<file path="src/rtl/fifo_stream_reader.sv">
// Drains the read side of a FIFO (registered or showahead mode) into a
// valid/ready stream with packet framing, through a 2-entry skid buffer.
module fifo_stream_reader #(
  parameter int unsigned DWIDTH    = 8,
  parameter int unsigned SHOWAHEAD = 0,
  parameter int unsigned PKT_LEN   = 4,
  parameter int unsigned CWIDTH    = 16
) (
  input  logic              clk_i,
  input  logic              srst_i,
  input  logic [DWIDTH-1:0] fifo_q_i,
  input  logic              fifo_empty_i,
  output logic              fifo_rd_req_o,
  output logic [DWIDTH-1:0] data_o,
  output logic              valid_o,
  input  logic              ready_i,
  output logic              sop_o,
  output logic              eop_o,
  output logic [CWIDTH-1:0] pkt_cnt_o
);

  localparam int unsigned WCW = (PKT_LEN > 1) ? $clog2(PKT_LEN) : 1;
  localparam logic [WCW-1:0] LAST_WORD = WCW'(PKT_LEN - 1);

  logic [DWIDTH-1:0] tail_q, head_d, tail_d;
  logic [1:0]        buf_cnt_q, buf_cnt_d;
  logic              inflight_q;
  logic [WCW-1:0]    word_cnt_q, word_cnt_d;
  logic [1:0]        occ;
  logic              pop, push, eop_pop;

  assign pop     = valid_o & ready_i;
  assign occ     = buf_cnt_q + {1'b0, inflight_q};
  assign eop_pop = pop & (word_cnt_q == LAST_WORD);

  // Request only while the words already owed still fit after this cycle's pop.
  assign fifo_rd_req_o = srst_i & ~fifo_empty_i & ((occ - {1'b0, pop}) <= 2'd1);

  // Showahead data is valid with the request; registered data one cycle later.
  if (SHOWAHEAD != 0) begin : g_showahead
    assign push = fifo_rd_req_o;
  end else begin : g_registered
    assign push = inflight_q;
  end

  // Skid buffer and framing next-state.
  always_comb begin
    buf_cnt_d  = buf_cnt_q;
    head_d     = data_o;
    tail_d     = tail_q;
    word_cnt_d = word_cnt_q;
    unique case ({push, pop})
      2'b10: begin
        if (buf_cnt_q == 2'd0) head_d = fifo_q_i;
        else                   tail_d = fifo_q_i;
        buf_cnt_d = buf_cnt_q + 2'd1;
      end
      2'b01: begin
        head_d    = tail_q;
        buf_cnt_d = buf_cnt_q - 2'd1;
      end
      2'b11: begin
        if (buf_cnt_q == 2'd1) begin
          head_d = fifo_q_i;
        end else begin
          head_d = tail_q;
          tail_d = fifo_q_i;
        end
      end
      default: ;
    endcase
    if (pop) word_cnt_d = (word_cnt_q == LAST_WORD) ? '0 : word_cnt_q + WCW'(1);
  end

  always_ff @(posedge clk_i or negedge srst_i) begin
    if (!srst_i) begin
      buf_cnt_q  <= '0;
      inflight_q <= 1'b0;
      word_cnt_q <= '0;
      tail_q     <= '0;
      data_o     <= '0;
      valid_o    <= 1'b0;
      sop_o      <= 1'b0;
      eop_o      <= 1'b0;
      pkt_cnt_o  <= '0;
    end else begin
      buf_cnt_q  <= buf_cnt_d;
      inflight_q <= (SHOWAHEAD == 0) ? fifo_rd_req_o : 1'b0;
      word_cnt_q <= word_cnt_d;
      tail_q     <= tail_d;
      data_o     <= head_d;
      valid_o    <= (buf_cnt_d != 2'd0);
      sop_o      <= (buf_cnt_d != 2'd0) & (word_cnt_d == '0);
      eop_o      <= (buf_cnt_d != 2'd0) & (word_cnt_d == LAST_WORD);
      pkt_cnt_o  <= pkt_cnt_o + CWIDTH'(eop_pop);
    end
  end

  a_no_overflow: assert property (@(posedge clk_i) disable iff (!srst_i)
    !(push && !pop && buf_cnt_q == 2'd2));
  a_no_req_empty: assert property (@(posedge clk_i) disable iff (!srst_i)
    !(fifo_rd_req_o && fifo_empty_i));

endmodule

</file>
<file path="config.mk">
export PLATFORM = sky130hd
export DESIGN_NAME = fifo_stream_reader
export DESIGN_NICKNAME = d
export VERILOG_FILES = /design/src/rtl/fifo_stream_reader.sv
export SDC_FILE = /design/constraint.sdc
export NUM_CORES = 1
export LEC_CHECK = 0
export BUFFER_PORTS_ARGS = -buffer_cell sky130_fd_sc_hd__buf_4
export CORE_MARGIN = 1
export CORE_UTILIZATION = 45
export CTS_BUF_LIST = sky130_fd_sc_hd__clkbuf_8
export CTS_CLUSTER_SIZE = 16
export DETAILED_ROUTE_END_ITERATION = 6
export GPL_TIMING_DRIVEN = 0
export PLACE_DENSITY_LB_ADDON = 0.3
export SYNTH_ARGS = -nofsm -noshare
export SYNTH_HDL_FRONTEND = slang
export SYNTH_SLANG_ARGS = --single-unit
export TNS_END_PERCENT = 20
</file>
<file path="constraint.sdc">
create_clock -name clk_i -period 1.7 [get_ports clk_i]
set_input_delay 0.085 -clock clk_i [delete_from_list [all_inputs] [get_ports clk_i]]
set_output_delay 0.085 -clock clk_i [all_outputs]
set_load 0.02 [all_outputs]
</file>
==> metrics.txt <==
crit path cell chain=nand2_4, inv_4, ha_4, nor2_4, xnor2_1, nor3b_2, buf_4; Rel. slew slack=0.660; async set-reset flop share out of synthesis=1.00; main flop type after synthesis=dfrtp_1; mapped cell area=1810 um^2; clock root cell=clkbuf_8; Critical Path RT=1.62 ns; hold_ws=around 0.034 ns; RSZ-0062 raised after global routing=yes; setup ws final=-0.0549 ns; commonest non-fill, non-tap cell in the layout=buf_4; # IOs=40; violated checks=setup timing; worst-path fanout max=3; Placer Congestion=approximately 0.77; VDD IR-drop max=964 uV; crit path kind=reg2out; Post-Route WL=about 3.6 mm; Tcrit/Tclk final=1.03; Crit path max-delay family=flip-flops; arrival time of the worst setup path=approximately 1.7 ns; FILL cells=roughly 260; pwr dens=between 1000 and 1500 nW/um^2; Net Count, Synth=approximately 170; Placed Instance Area=between 2000 and 2500 um^2; DR iter-0 viols=35; EDFF count, synth=0; synth warn=0; Die Ht=approximately 65 um; clk sinks=40; Inserted Diodes=0; Total Nets Final=229; core area=about 3800 um^2; hpwl dp=about 2.4 mm; Synth-to-Final Area Change=38.4%; CTS Buf Count=5; Setup Viol. Count Final=5; port bufs=39; Final Slew Violations=0; max-capacitance violation count=0; initial antenna violation count=0; largest net degree at the start of global routing=42; Crit. End Element=output port; die area=~4300 um^2; Buf+Inv Stages, Crit Path=2; FMAX=570 MHz; Final Total Pwr=3.71 mW; most frequent cells in the layout=buf_4, dfrtp_1, xnor2_1; clk_lat worst skew=just under 0.3 ns; CTS clk-pin slew, worst paths=0.08 ns; DR vias=between 1k and 1.5k; status=finished, violations left; drt pass-1 iters=4; Final ANT Viol Nets=0; Clock Skew=just over 0.004 ns; sequential area share after synthesis=0.553; startpoint types=register; post-synthesis register bit count=40; final hold violation count=0; vias in the first global route=between 1k and 1.5k; first-pass GRT wire length=between 6 and 7 mm; Via density=between 5 and 6; grt ovf=0; initial core utilization=0.480; min cycle time layout=approximately 1.8 ns; htree depth=2; leak pwr=about 1.2 nW; share of cells above drive strength 1=0.447; syn avg cell area=12.1 um^2; worst hold path class=in2reg; Final Cell Area=approximately 2500 um^2; Syn Inst Count=150; Slew @ Worst Pin=just over 0.5 ns; row cnt=22; drc violations=0; chip width=65.4 um; gr usage total=0.193; TritonCTS clock tree=done; pre-CTS WS=-0.166 ns; clk buf depth=2; Distinct cells, synth=28; delay of the slowest cell on the worst path=~0.43 ns; Avg WL per Cell=between 10 and 15 um; Critical Path Slowest Stage Cell=dfrtp_2
==> logic make-up after synthesis <==
kind of cell / share of synthesized area
buffers and inverters: 0.0207
XOR/XNOR: 0.0774
AO/OA/AOI/OAI: 0.0885
adder cells (fa/ha/maj): 0.0691
multiplexers: 0.0684
flip-flops: 0.553
AND/OR/NAND/NOR: 0.123
==> stage by stage <==
step | util | cells | setup TNS (ns)
2_1_floorplan | - | 150 | -0.0183
3_3_place_gp | 0.580 | 237 | -0.515
3_5_place_dp | 0.580 | 237 | -0.828
4_1_cts | 0.656 | 255 | -0.0720
5_1_grt | 0.665 | 256 | -1.04
6_report | 0.665 | 256 | -0.113
==> final cells by class <==
class | count | area (um^2) | share of cell area
Clock inverter | 1 | 30.0 | 0.0120
Sequential cell | 40 | 1000 | 0.400
Tap cell | 48 | 60.1 | 0.0240
Timing Repair Buffer | 50 | 380 | 0.152
Inverter | 8 | 32.5 | 0.0130
Clock buffer | 7 | 96.3 | 0.0384
Multi-Input combinational cell | 101 | 897 | 0.358
Buffer | 1 | 7.51 | 0.00300
==> layer usage <==
metal  vias to the layer above  global-route usage  share of wire
met5                         -                   0              0
met4                         0              0.0788          0.025
met3                         9              0.0590          0.040
met2                        31               0.340           0.53
met1                       651               0.214           0.40
li1                        633                   -              -
==> synthesized netlist by cell type, drive strengths merged, types with 2 or more instances <==
| library cell | count | area share |
|---|---|---|
| a21oi | 9 | 0.025 |
| a22oi | 8 | 0.033 |
| and3 | 2 | 0.0069 |
| and4 | 2 | 0.012 |
| dfrtp | 40 | 0.55 |
| ha | 10 | 0.069 |
| inv | 8 | 0.017 |
| mux2 | 8 | 0.050 |
| mux2i | 3 | 0.019 |
| nand2 | 10 | 0.021 |
| nand3 | 6 | 0.022 |
| nand4 | 3 | 0.010 |
| nor2 | 13 | 0.027 |
| nor3 | 2 | 0.012 |
| nor3b | 2 | 0.0083 |
| o21ai | 3 | 0.015 |
| xnor2 | 13 | 0.063 |
| xor2 | 3 | 0.015 |
==> power breakdown <==
group | leakage (nW) | switching (mW) | internal, mW
clock network | 0.0645 | 0.320 | 0.518
registers | 0.502 | 0.194 | 1.25
logic | 0.610 | 0.742 | 0.693
total | 1.18 | 1.26 | 2.46
==> flip-flops by register name, summed over array words and instances, names as in the netlist <==
register	count
buf_cnt_q	2
valid_o	1
data_o	8
sop_o	1
word_cnt_q	2
inflight_q	1
tail_q	8
eop_o	1
pkt_cnt_o	16
==> timing repair <==
action                     in CTS  in global routing
gates cloned                    0                  0
setup endpoints to repair      24                 27
setup buffers                   8                  1
hold endpoints to repair       41                  0
pin swaps                      11                  8
hold buffers                    2                  0
resized for setup              17                  5
==> worst paths after layout <==
kind,slack [ns],startpoint,cells past startpoint,endpoint
setup / recovery,-0.05,valid_o,7,fifo_rd_req_o
hold / removal,0.03,fifo_q_i[4],2,tail_q[4]
setup reg to reg,-0.02,word_cnt_q[0],8,pkt_cnt_o[10]
hold reg to reg,0.49,pkt_cnt_o[15],1,pkt_cnt_o[15]
max in group asynchronous,1.02,srst_i,2,valid_o
min in group asynchronous,0.30,srst_i,2,pkt_cnt_o[5]
Note: power is estimated with default switching activity, not from simulation.
